==> config.mk <==
export PLATFORM = sky130hd
export DESIGN_NAME = muldiv_sequencer
export DESIGN_NICKNAME = d
export VERILOG_FILES = /design/src/rtl/muldiv_sequencer.sv
export SDC_FILE = /design/constraint.sdc
export NUM_CORES = 1
export LEC_CHECK = 0
export CAP_MARGIN = 20
export CORE_AREA = 2 2 174 176
export CTS_CLUSTER_SIZE = 12
export DETAILED_ROUTE_END_ITERATION = 6
export DIE_AREA = 0 0 176 178
export MAX_ROUTING_LAYER = met4
export PLACE_DENSITY_LB_ADDON = 0.1
export SYNTH_ARGS = -nofsm -noshare
export SYNTH_HDL_FRONTEND = slang
export SYNTH_SLANG_ARGS = --single-unit
==> constraint.sdc <==
create_clock -name clk -period 6.4 [get_ports clk]
set_clock_uncertainty 0.05 [all_clocks]
set_input_delay 1.6 -clock clk [delete_from_list [all_inputs] [get_ports clk]]
set_output_delay 1.6 -clock clk [all_outputs]
set_load 0.02 [all_outputs]
==> src/rtl/muldiv_sequencer.sv <==
// rtl/muldiv_sequencer.sv - iterative RV32M multiply/divide sequencer
//
// One operation at a time: shift-add multiply or restoring divide, one bit
// per cycle over DATA_WIDTH cycles, then a sign-fix cycle and a Done cycle.
//
// Parameters:
//   DATA_WIDTH  operand/result width (even, >= 8)
// Ports:
//   clk, rst    clock (rising edge), asynchronous active-high reset
//   Start       request, sampled only while Ready
//   Op          funct3: MUL, MULH, MULHSU, MULHU, DIV, DIVU, REM, REMU
//   SrcA, SrcB  rs1 / rs2 operands
//   Flush       abort the operation in flight; also blocks a same-cycle Start
//   Ready/Busy  idle / operation in flight (Busy = ~Ready)
//   Done        one-cycle pulse, Result valid
//   Result      result of the last completed operation
// Optional feature:
//   MULDIV_EARLY_OUT_EN  divide-by-zero, signed overflow and multiplies with
//                        a zero operand go straight from IDLE to DONE.

module muldiv_sequencer #(
    parameter int DATA_WIDTH = 32
) (
    input  logic                  clk,
    input  logic                  rst,
    input  logic                  Start,
    input  logic [2:0]            Op,
    input  logic [DATA_WIDTH-1:0] SrcA,
    input  logic [DATA_WIDTH-1:0] SrcB,
    input  logic                  Flush,
    output logic                  Ready,
    output logic                  Busy,
    output logic                  Done,
    output logic [DATA_WIDTH-1:0] Result
);

    localparam int W  = DATA_WIDTH;
    localparam int CW = $clog2(DATA_WIDTH);

    typedef enum logic [1:0] {
        IDLE = 2'd0,
        CALC = 2'd1,
        FIX  = 2'd2,
        DONE = 2'd3
    } state_t;

    state_t        state;
    state_t        state_next;

    logic [2:0]    op_q;
    logic          neg_q;      // negate the selected result in FIX
    logic [CW-1:0] count;
    logic [W-1:0]  acc;        // multiply: product high half; divide: remainder
    logic [W-1:0]  quo;        // multiply: multiplier/product low; divide: dividend/quotient
    logic [W-1:0]  opb;        // multiply: multiplicand magnitude; divide: divisor magnitude
    logic [W-1:0]  pending;    // result of the operation currently in DONE
    logic [W-1:0]  committed;  // result of the last operation that completed

    // ------------------------------------------------------------------
    // Operand decode at acceptance
    // ------------------------------------------------------------------
    logic         accept;
    logic         signed_a;
    logic         signed_b;
    logic         sign_a;
    logic         sign_b;
    logic         b_zero;
    logic         neg_in;
    logic [W-1:0] mag_a;
    logic [W-1:0] mag_b;
    logic         early_in;
    logic [W-1:0] early_res;

    always_comb begin
        // SrcA is signed for MULH, MULHSU, DIV, REM; SrcB for MULH, DIV, REM
        signed_a = Op[2] ? ~Op[0] : ((Op[1:0] == 2'b01) || (Op[1:0] == 2'b10));
        signed_b = Op[2] ? ~Op[0] : (Op[1:0] == 2'b01);
        sign_a   = signed_a & SrcA[W-1];
        sign_b   = signed_b & SrcB[W-1];
        mag_a    = sign_a ? (~SrcA + 1'b1) : SrcA;
        mag_b    = sign_b ? (~SrcB + 1'b1) : SrcB;
        b_zero   = (SrcB == '0);
        if (!Op[2]) begin
            neg_in = sign_a ^ sign_b;
        end else if (Op[1]) begin
            neg_in = sign_a;                       // remainder follows the dividend
        end else begin
            neg_in = (sign_a ^ sign_b) & ~b_zero;  // divide-by-zero quotient stays all ones
        end
    end

`ifdef MULDIV_EARLY_OUT_EN
    logic ovf_in;

    always_comb begin
        ovf_in    = Op[2] && !Op[0] && (SrcA == {1'b1, {(W-1){1'b0}}}) && (SrcB == '1);
        early_in  = Op[2] ? (b_zero || ovf_in) : ((SrcA == '0) || b_zero);
        early_res = '0;
        if (Op[2]) begin
            if (b_zero) begin
                early_res = Op[1] ? SrcA : '1;
            end else begin
                early_res = Op[1] ? '0 : SrcA;
            end
        end
    end
`else
    always_comb begin
        early_in  = 1'b0;
        early_res = '0;
    end
`endif

    assign accept = (state == IDLE) && Start && !Flush;

    // ------------------------------------------------------------------
    // One iteration of the multiply / divide step
    // ------------------------------------------------------------------
    logic [W:0]   mul_sum;
    logic [W:0]   shifted;
    logic         ge;
    logic [W-1:0] sub;
    logic [W-1:0] acc_nxt;
    logic [W-1:0] quo_nxt;

    always_comb begin
        mul_sum = {1'b0, acc} + (quo[0] ? {1'b0, opb} : {(W+1){1'b0}});
        shifted = {acc, quo[W-1]};
        ge      = (shifted >= {1'b0, opb});
        // When ge holds the true difference is below opb, so W bits suffice
        sub     = shifted[W-1:0] - opb;
        if (op_q[2]) begin
            acc_nxt = ge ? sub : shifted[W-1:0];
            quo_nxt = {quo[W-2:0], ge};
        end else begin
            acc_nxt = mul_sum[W:1];
            quo_nxt = {mul_sum[0], quo[W-1:1]};
        end
    end

    // ------------------------------------------------------------------
    // Sign correction and result selection
    // ------------------------------------------------------------------
    logic [2*W-1:0] prod;
    logic [2*W-1:0] prod_s;
    logic [W-1:0]   div_raw;
    logic [W-1:0]   fix_res;

    always_comb begin
        prod    = {acc, quo};
        prod_s  = neg_q ? (~prod + 1'b1) : prod;
        div_raw = op_q[1] ? acc : quo;
        if (op_q[2]) begin
            fix_res = neg_q ? (~div_raw + 1'b1) : div_raw;
        end else if (op_q[1:0] == 2'b00) begin
            fix_res = prod_s[W-1:0];
        end else begin
            fix_res = prod_s[2*W-1:W];
        end
    end

    // ------------------------------------------------------------------
    // FSM
    // ------------------------------------------------------------------
    always_ff @(posedge clk or posedge rst) begin
        if (rst) begin
            state <= IDLE;
        end else begin
            state <= state_next;
        end
    end

    always_comb begin
        state_next = state;
        Ready      = (state == IDLE);
        Busy       = (state != IDLE);
        // A flush landing in DONE withdraws the pulse and the result with it
        Done       = (state == DONE) && !Flush;
        Result     = Done ? pending : committed;
        case (state)
            IDLE: begin
                if (accept) begin
                    state_next = early_in ? DONE : CALC;
                end
            end
            CALC: begin
                if (count == CW'(0)) begin
                    state_next = FIX;
                end
            end
            FIX:     state_next = DONE;
            DONE:    state_next = IDLE;
            default: state_next = IDLE;
        endcase
        if (Flush && (state != IDLE)) begin
            state_next = IDLE;
        end
    end

    // ------------------------------------------------------------------
    // Datapath registers
    // ------------------------------------------------------------------
    always_ff @(posedge clk or posedge rst) begin
        if (rst) begin
            op_q      <= '0;
            neg_q     <= 1'b0;
            count     <= '0;
            acc       <= '0;
            quo       <= '0;
            opb       <= '0;
            pending   <= '0;
            committed <= '0;
        end else begin
            case (state)
                IDLE: begin
                    if (accept) begin
                        op_q    <= Op;
                        neg_q   <= neg_in;
                        count   <= CW'(W - 1);
                        acc     <= '0;
                        quo     <= Op[2] ? mag_a : mag_b;
                        opb     <= Op[2] ? mag_b : mag_a;
                        pending <= early_res;
                    end
                end
                CALC: begin
                    acc   <= acc_nxt;
                    quo   <= quo_nxt;
                    count <= count - 1'b1;
                end
                FIX: begin
                    if (!Flush) begin
                        pending <= fix_res;
                    end
                end
                DONE: begin
                    if (!Flush) begin
                        committed <= pending;
                    end
                end
                default: ;
            endcase
        end
    end

endmodule
==> metrics.cfg, run 1 <==
[clocking]
cts_buffer_depth = 2
cts_resized = 0
cts_tree = built
clkLatencyLatePin_ps = 470
root_buffer = clkbuf_16
post_cts_buffers = 0
clkSinkCount = 171
hold_buffers = 0
cts_buffers = 17
cts.htree.levels = 4
clkSlewWorstSetupHoldPaths_ps = 70

[synthesis]
synth_flop_cell = dfrtp_1
syn_avg_cell_area_um2 = 8.00
synth_seq_cells = 171
synth_fp_nets = 2137
yosys-top-cells-area = dfrtp_1, xnor2_1, ha_1, a21oi_1, o21ai_0
yosys.area.top_type = dfrtp_1
ys_seq_area_share_pct = 26.9
synth_cells = 1989
yosysWarnings = 0
yosys.area.top_type_share_pct = 26.9
synth.distinct_cells = 85
synth-edff-count = 0
ys_async_sr_fraction_pct = 100
syn_area_mm2 = 0.0159

[power]
power_switching_uw = 4860
seq_power_share_pct = 24.5
switching_share_pct = 51.7
p_clk_share_pct = 11.0
p_leak_uw = 0.00729
peakVddDrop_mv = 0.243
powerDensity_mw_per_mm2 = 532
intPower_uw = 4540
combPwrFrac_pct = 64.5

[flow_run]
drv_cap = 0

[grt]
grt_pass1_vias = 14361
grt_max_degree = 101
grt_remaining_overflow = 0
grt_usage_pct = 35.5
grt_pass1_wl_mm = 82.8
antenna_found_initial = 2

[setup_path]
critical_path.max_fanout = 33
arrival_ps = 3670
reg2reg_depth = 10
path_buf_inv = 3
crit_chain = clkdlybuf4s50_1 > nor2b_2 > buf_4 > mux2_2 > clkdlybuf4s50_1
crit_path_max_incr_delay_ps = 560
startpoint_type = primary input
path_common_cell = clkdlybuf4s50_1
worstPathRequired_ps = 4750
slowest_stage = clkdlybuf4s50_1
critPathTopFamily = buffers and inverters
cp.depth = 5
end_kind = output port
critPathKind = primary input to output port

[sta]
rsz0062_at_grt = no
relSlewSlack_pct = 29.8
fmax_mhz = 188
layout_setup_ws_ps = 1080
hold_violations = 0
finalSetupViolations = 0
drv_slew = 0
fin_setup_tns_ps = 0
min_period_ps = 5320
period_share_pct = 83.1
worst_pin_slew_ps = 1050

[floorplanning]
initial_core_util_pct = 54.1
core_mm2 = 0.0294
rows = 63
dieHeight_um = 178
die_area_mm2 = 0.0313
die_w_um = 176
top_level_ports = 106

[placed_design]
place_congestion = 0.991
numPortBuffers = 105
dp_hpwl_mm = 41.6
pre_cts_ws_ps = 1070

[final_layout]
drive_gt1_share_pct = 7.89
final_cell_mix = nor2_1, a21oi_1, o21ai_0, dfrtp_1, nand2_1
num-fill-cells = 2660
nets = 2149
layout_commonest_cell = nor2_1
syn_to_final_growth_pct = 10.9

[min_path]
hold_class = register to register
hold-path-cell-count = 2

[detailed_routing]
ant_nets = 0
detail_route.vias_per_cell = 6.37
num_vias = 15320
wl_per_cell_um = 22.2
drc = 0
dr.pass1.iters = 6
drtIter0Drc = 1364
drt-total-wl_mm = 53.4

[status]
status = complete, no violations

==> state kept, by name, indices dropped and copies added (netlist names) <==
register,cells
state,2
neg_q,1
op_q,3
acc,32
count,5
committed,32
quo,32
pending,32
opb,32
==> worst min-delay path, cell delays in order, from the launching register on <==
cell and delay (ps):
dfrtp_1 340, nand2_1 50, o21ai_0 60
==> path summary, 6_finish.rpt <==
check,start,end,slack (ps)
setup / recovery,Flush,Result[28],1080
hold / removal,opb[14],opb[14],430
setup reg to reg,acc[20],acc[31],1900
hold reg to reg,opb[14],opb[14],430
max in group asynchronous,rst,op_q[2],3710
min in group asynchronous,rst,committed[12],1570
==> logic make-up (layout without fill, tap and decap cells) <==
group	after synthesis	in the layout	synth area share, %
AO/OA/AOI/OAI	633	633	25.2
adder cells (fa/ha/maj)	77	77	6.15
multiplexers	119	119	7.93
XOR/XNOR	200	200	11.0
other	0	2	0
flip-flops	171	171	26.9
buffers and inverters	219	244	5.83
AND/OR/NAND/NOR	570	570	17.0
==> cells in the mapped netlist (21+ instances only) <==
library cell	n
a211oi_1	24
a21o_1	24
a21oi_1	181
a22oi_1	25
a31oi_1	22
clkbuf_1	108
dfrtp_1	171
ha_1	75
inv_1	79
mux2_2	57
mux2i_1	62
nand2_1	165
nand3_1	36
nor2_1	192
nor3_1	40
o211ai_1	21
o21ai_0	171
o221ai_1	22
o31ai_1	34
xnor2_1	115
xor2_1	85
==> area by class of cell <==
cell class                      count  area (µm²)  share of cell area, %
Multi-Input combinational cell   1599       10700                   60.8
Sequential cell                   171        4280                   24.3
Timing Repair Buffer              131        1270                   7.18
Tap cell                          390         488                   2.77
Clock buffer                       19         443                   2.51
Inverter                           81         309                   1.75
Clock inverter                     13         121                  0.688
Antenna cell                        2        5.00                 0.0284
==> per-stage QoR <==
step | total power [µW] | instance area, µm² | instances | hold slack [ps] | utilization [%]
floorplan | 6570 | 15900 | 1989 | 399 | -
global placement | 8120 | 17100 | 2371 | 412 | 58.0
detailed placement | 8210 | 17100 | 2371 | 421 | 58.0
CTS | 9250 | 17600 | 2403 | 437 | 59.9
global route | 10100 | 17600 | 2406 | 462 | 60.0
finish | 9400 | 17600 | 2406 | 431 | 60.0
==> power groups by stage <==
stage / combinational (µW) / clock [µW] / sequential, µW
3_3_place_gp: 5840 / 0 / 2270
2_1_floorplan: 4790 / 0 / 1770
5_1_grt: 6640 / 1080 / 2350
6_report: 6060 / 1030 / 2300
4_1_cts: 5950 / 1030 / 2270
3_5_place_dp: 5920 / 0 / 2290
==> per-layer routing <==
metal  share of wire (%)  vias to the layer above  wire, µm  track usage [%]
met4                 3.0                        0      1600             12.3
li1                    -                     7273         -                -
met1                  44                     7342     23400             46.9
met3                 7.3                       87      3900             4.80
met5                   0                        -         0                -
met2                  46                      618     24500             56.3
(Power assumes the default switching activity.)
==> inputs of run 2 (changes only) <==
Clock period 6.4 ns to 5.4 ns, I/O delays scaled along.
==> metrics.cfg, run 2 (synthesis gave the netlist of run 1 again) <==
[grt]
grt_remaining_overflow = 0
grt_usage_pct = 36.3
grt_pass1_wl_mm = 85.0
grt_pass1_vias = 14754
antenna_found_initial = 1
grt_max_degree = 116

[power]
powerDensity_mw_per_mm2 = 634
p_leak_uw = 0.00735
peakVddDrop_mv = 0.308

[placed_design]
pre_cts_ws_ps = 585
place_congestion = 1.03
numPortBuffers = 105
dp_hpwl_mm = 42.2
place_area_mm2 = 0.0172

[floorplanning]
die_w_um = 176
top_level_ports = 106
core_mm2 = 0.0294
rows = 63
die_area_mm2 = 0.0313
dieHeight_um = 178
initial_core_util_pct = 54.1

[sta]
layout_setup_ws_ps = 568
finalSetupViolations = 0
rsz0062_at_grt = no
fmax_mhz = 207
drv_slew = 0
min_period_ps = 4830
worst_pin_slew_ps = 868
period_share_pct = 89.5
hold-worst-slack_ps = 444
relSlewSlack_pct = 42.1
fin_setup_tns_ps = 0
hold_violations = 0

[setup_path]
slowest_stage = clkdlybuf4s50_1
crit_chain = clkdlybuf4s50_1 > nor2b_2 > buf_4 > mux2_2 > clkdlybuf4s50_1
critPathKind = primary input to output port
startpoint_type = primary input
end_kind = output port
arrival_ps = 3430
critPathTopFamily = buffers and inverters
critical_path.max_fanout = 33
crit_path_max_incr_delay_ps = 560
path_buf_inv = 3
worstPathRequired_ps = 4000
path_common_cell = clkdlybuf4s50_1

[clocking]
cts_resized = 0
clkSinkCount = 171
cts_buffers = 17
root_buffer = clkbuf_16
cts.htree.levels = 4
cts_buffer_depth = 2
cts_tree = built
hold_buffers = 0
post_cts_buffers = 0
clkLatencyLatePin_ps = 470
clkSlewWorstSetupHoldPaths_ps = 70

[detailed_routing]
drt-total-wl_mm = 54.2
detail_route.vias_per_cell = 6.38
wl_met2_mm = 24.3
drc = 2
wl_per_cell_um = 22.4
ant_nets = 0
dr.pass1.iters = 7
top_layer = met4
num_vias = 15418
drtIter0Drc = 1719
met1Wirelength_mm = 23.8
met3_length_mm = 4.08

[final_layout]
syn_to_final_growth_pct = 11.5
utilization_pct = 60.3
layout_commonest_cell = nor2_1
drive_gt1_share_pct = 8.34
final_cell_mix = nor2_1, a21oi_1, o21ai_0, dfrtp_1, nand2_1
nets = 2161
finish.instance_area_mm2 = 0.0177

[status]
status = finished with violations
violations = design-rule violations

[min_path]
hold_class = register to register

[flow_run]
drv_cap = 0

run 2: cell count changes in the layout (fill, tap and decap cells not counted):
| cell | previous run | this run |
|---|---|---|
| buf_4 | 24 | 36 |
| clkinv_2 | 3 | 1 |
| clkinv_4 | 6 | 4 |
| clkinvlp_4 | 2 | 4 |
| clkbuf_1 | 1 | 2 |
| clkbuf_8 | 1 | 2 |
| diode_2 | 2 | 1 |
| inv_6 | 2 | 1 |
| inv_8 | 0 | 1 |
| nor2_1 | 191 | 192 |
| nor2_2 | 1 | 0 |
run 2: per-stage QoR:
stage                     std cells  power, µW
after global placement         2384       9750
after floorplan                1989       7780
final                          2417      11200
after global routing           2417      12100
after detailed placement       2384       9830
after CTS                      2416      11100
run 2: power by group:
group / internal, µW / total, µW / switching, µW
Combinational: 2970 / 7310 / 4340
Clock: 665 / 1240 / 575
Sequential: 1800 / 2690 / 888
Total: 5440 / 11200 / 5800
run 2: worst paths after layout:
check / from / cells after the start / end / slack (ps)
min in group asynchronous: rst / 3 / committed[13] / 1350
min: opb[16] / 2 / opb[16] / 440
min reg2reg: opb[16] / 2 / opb[16] / 440
max reg2reg: quo[0] / 13 / acc[26] / 1220
max: Flush / 5 / Result[18] / 570
max in group asynchronous: rst / 3 / committed[21] / 3350
run 2: cell type report:
| class | count | area (µm²) |
|---|---|---|
| sequential | 171 | 4280 |
| clock inverter | 11 | 113 |
| clock buffer | 21 | 460 |
| fill | 2757 | 11700 |
| inverter | 81 | 308 |
| timing repair buffer | 143 | 1360 |
| antenna | 1 | 2.50 |
| tap | 390 | 488 |
| multi-input combinational | 1599 | 10700 |
run 2: layer usage:
layer  vias up  GRT usage (%)
met5         -              -
li1       7267              -
met2       690           56.4
met1      7331           48.0
met4         0           14.1
met3       130           5.39
run 2: worst min-delay path: cells and delay by family (launching register included):
kind | cells | cell delay, ps
AND/OR/NAND/NOR | 1 | 50
AO/OA/AOI/OAI | 1 | 70
flip-flops | 1 | 340
==> inputs of run 3 (changes only) <==
Settings changed: RECOVER_POWER from default to 50.
==> metrics.cfg, run 3 (synthesis gave the netlist of run 1 again) <==
[clocking]
root_buffer = clkbuf_16
clkSlewWorstSetupHoldPaths_ps = 70
cts_buffer_depth = 2
hold_buffers = 0
cts_buffers = 17
cts.htree.levels = 4
clkLatencyLatePin_ps = 470
post_cts_buffers = 0
cts_resized = 0
clkSinkCount = 171
cts_tree = built

[setup_path]
r2r_start = quo[0]
slowest_stage = dlygate4sd3_1
crit_path_max_incr_delay_ps = 650
critical_path.max_fanout = 33
path_buf_inv = 3
crit_path_start = Flush
cp.depth = 5
worstPathRequired_ps = 4000
reg2reg_depth = 13
critPathTopFamily = buffers and inverters
r2r-end = acc[27]
crit_path_end = Result[21]
critPathKind = primary input to output port
arrival_ps = 3500
end_kind = output port
startpoint_type = primary input
rrSetupSlack_ps = 1190
crit_chain = dlygate4sd3_1 > nor2b_2 > buf_4 > mux2_2 > clkdlybuf4s50_1

[floorplanning]
rows = 63
initial_core_util_pct = 54.1
die_area_mm2 = 0.0313
die_w_um = 176
dieHeight_um = 178
top_level_ports = 106
core_mm2 = 0.0294

[sta]
worst_pin_slew_ps = 3020
fin_setup_tns_ps = 0
hold_violations = 0
drv_slew = 246
min_period_ps = 4900
finalSetupViolations = 0
fmax_mhz = 204
period_share_pct = 90.7
rsz0062_at_grt = no
relSlewSlack_pct = -101

[grt]
grt_usage_pct = 36.3
met3_usage_pct = 5.39
use_met1_pct = 48.0
top_usage_layer = met2
use_met2_pct = 56.4
antenna_found_initial = 1
grt_remaining_overflow = 0
grt_max_degree = 116
grt_pass1_vias = 14754
grt_pass1_wl_mm = 85.0

[final_layout]
final_cell_mix = nor2_1, a21oi_1, o21ai_0, dfrtp_1, nand2_1
syn_to_final_growth_pct = 11.3
nets = 2161
fin_cells = 2418
layout_commonest_cell = nor2_1
num-fill-cells = 2761
finish.instance_area_mm2 = 0.0177
drive_gt1_share_pct = 8.05

[power]
powerDensity_mw_per_mm2 = 634
p_leak_uw = 0.00733
p_total_uw = 11200
peakVddDrop_mv = 0.307

[min_path]
hold_class = register to register
min_from = committed[7]

[placed_design]
dp_hpwl_mm = 42.2
place_congestion = 1.03
place_area_mm2 = 0.0172
dp_cells = 2384
numPortBuffers = 105

[status]
status = finished with violations
violations = max-capacitance violations, max-slew violations

[detailed_routing]
dr.pass1.iters = 6
drc = 0
detail_route.vias_per_cell = 6.38
drt-total-wl_mm = 54.1
ant_nets = 0
num_vias = 15435
drtIter0Drc = 1729
wl_per_cell_um = 22.4

[flow_run]
drv_cap = 4

-- run 3: layout make-up --
cell class                 instances  area [µm²]  share of cell area [%]
tap                              390         488                    2.76
timing repair buffer             143        1330                    7.51
clock buffer                      21         460                    2.60
inverter                          81         308                    1.74
sequential                       171        4280                    24.2
clock inverter                    11         113                   0.636
multi-input combinational       1599       10700                    60.6
antenna                            2        5.00                  0.0283
-- run 3: worst min path at each step --
stage | to | slack [ps] | depth (start not counted)
final | committed[7] | 430 | 1
after detailed placement | opb[16] | 420 | 2
after CTS | opb[16] | 440 | 2
after global placement | opb[14] | 420 | 2
after global routing | opb[6] | 450 | 2
after floorplan | opb[5] | 400 | 2
-- run 3: per-layer routing --
metal | wire length [µm] | up-vias
li1 | - | 7284
met1 | 24300 | 7347
met2 | 24500 | 691
met3 | 3670 | 113
met4 | 1760 | 0
met5 | 0 | -
-- run 3: stage by stage --
stage / setup WS (ps) / util, % / hold slack (ps)
after detailed placement: 585 / 58.4 / 421
after global placement: 623 / 58.4 / 416
after global routing: 304 / 60.2 / 453
after CTS: 572 / 60.3 / 436
after floorplan: 1240 / - / 399
final: 501 / 60.2 / 433
-- run 3: where the power goes --
group | internal [µW] | switching (µW)
clock | 666 | 576
sequential | 1800 | 888
combinational | 2970 | 4340
==> edit: new RTL, settings of run 2 <==
Encoding of `state_t`: now one-hot (4 bits for 4 states).
--- a/src/rtl/muldiv_sequencer.sv
+++ b/src/rtl/muldiv_sequencer.sv
@@ -38,9 +38,9 @@
     localparam int CW = $clog2(DATA_WIDTH);
 
-    typedef enum logic [1:0] {
-        IDLE = 2'd0,
-        CALC = 2'd1,
-        FIX  = 2'd2,
-        DONE = 2'd3
+    typedef enum logic [3:0] {
+        IDLE = 4'b0001,
+        CALC = 4'b0010,
+        FIX  = 4'b0100,
+        DONE = 4'b1000
     } state_t;
 
Behaviour: same outputs for any inputs over 10 cycles, from zero or initial values and one cycle with rst high; not proved beyond that.
==> edit against run 2 <==
  * Synthesized cell count grew 2.3%
  * Design area down 0.58%
  * Synthesized area shrank 0.90%
  * Hold slack got worse by 0.020 ns
  * Highest routed layer unchanged
  * Wire length decreased by 5.0%
  * Sequential cell count grew 2
  * Worst setup slack improved by 0.064 ns
Power is not compared: it rests on default switching activity, and its combinational part moved more than twofold at a synthesized area within 25%.
==> edit: results (changes against run 2) <==
outcome: "finished, final reports clean"  # was complete, but fails checks
r2r_setup_slack_ns: 0.73  # was 1.22 ns
synth_fa_ha_area_frac: 0.0589  # was 0.0615
synthTopCellsByArea: "dfrtp_1 (27%), nand2_1 (6.7%), xnor2_1 (6.6%), o21ai_0 (6.5%), ha_1 (5.6%)"  # was dfrtp_1 (27%), xnor2_1 (6.3%), ha_1 (5.9%), a21oi_1 (5.7%), o21ai_0 (5.4%)
synthTopCellsByCount: "nand2_1 (280), o21ai_0 (205), dfrtp_1 (172)"  # was nor2_1 (192), a21oi_1 (181), dfrtp_1 (171), o21ai_0 (171), nand2_1 (165)
place_inst: 2418  # was 2384
fin_nets: 2191  # was 2161
worstHoldStart: "committed[26]"  # was opb[16]
ys_types: 80  # was 85
tightestPinTransition_ns: 0.808  # was 0.868 ns
r2r-end: "acc[27]"  # was acc[26]
grt_start_max_net_pins: 126  # was 116
track_usage: 0.340  # was 0.363
final_layout_size_suffix_gt1_frac: 0.0534  # was 0.0834
via_per_inst: 6.25  # was 6.38
place_area_sq_um: 17000  # was 17200 sq um
wirelength_um: 51500  # was 54200 um
dp.final_hpwl_um: 40000  # was 42200 um
whs_ns: 0.424  # was 0.444 ns
gp_congestion: 0.981  # was 1.03
avgSynthCellArea_sq_um: 7.75  # was 8.00 sq um
yosys-mux-area-fraction: 0.0508  # was 0.0793
wl_per_cell_um: 21.0  # was 22.4 um
firstDrtPassIters: 6  # was 7
synth_compound_area_frac: 0.249  # was 0.252
## edit: worst max path at each step
stage                       start     endpoint  slack [ns]
after floorplan           op_q[1]  pending[28]        1.02
after global placement      Flush   Result[18]        0.71
after detailed placement    Flush    Result[8]        0.61
after CTS                   Flush    Result[8]        0.61
after global routing        Flush   Result[28]        0.42
final                       Flush    Result[8]        0.63
## edit: routing by layer
layer  part of all wire  vias to the layer above  track usage
li1                   -                     7321            -
met1               0.43                     7301        0.443
met2               0.46                      604        0.534
met3              0.073                      108       0.0552
met4              0.034                        0        0.132
met5                  0                        -            -
## edit: area by class of cell
class / instances / area [sq um] / share of cell area
well taps: 390 / 488 / 0.0277
flip-flops and latches: 173 / 4330 / 0.246
clock buffers: 25 / 505 / 0.0287
inverters: 76 / 289 / 0.0164
repair buffers: 140 / 1340 / 0.0761
diodes: 2 / 5.00 / 0.000284
clock inverters: 7 / 78.8 / 0.00447
multi-input cells: 1639 / 10600 / 0.601
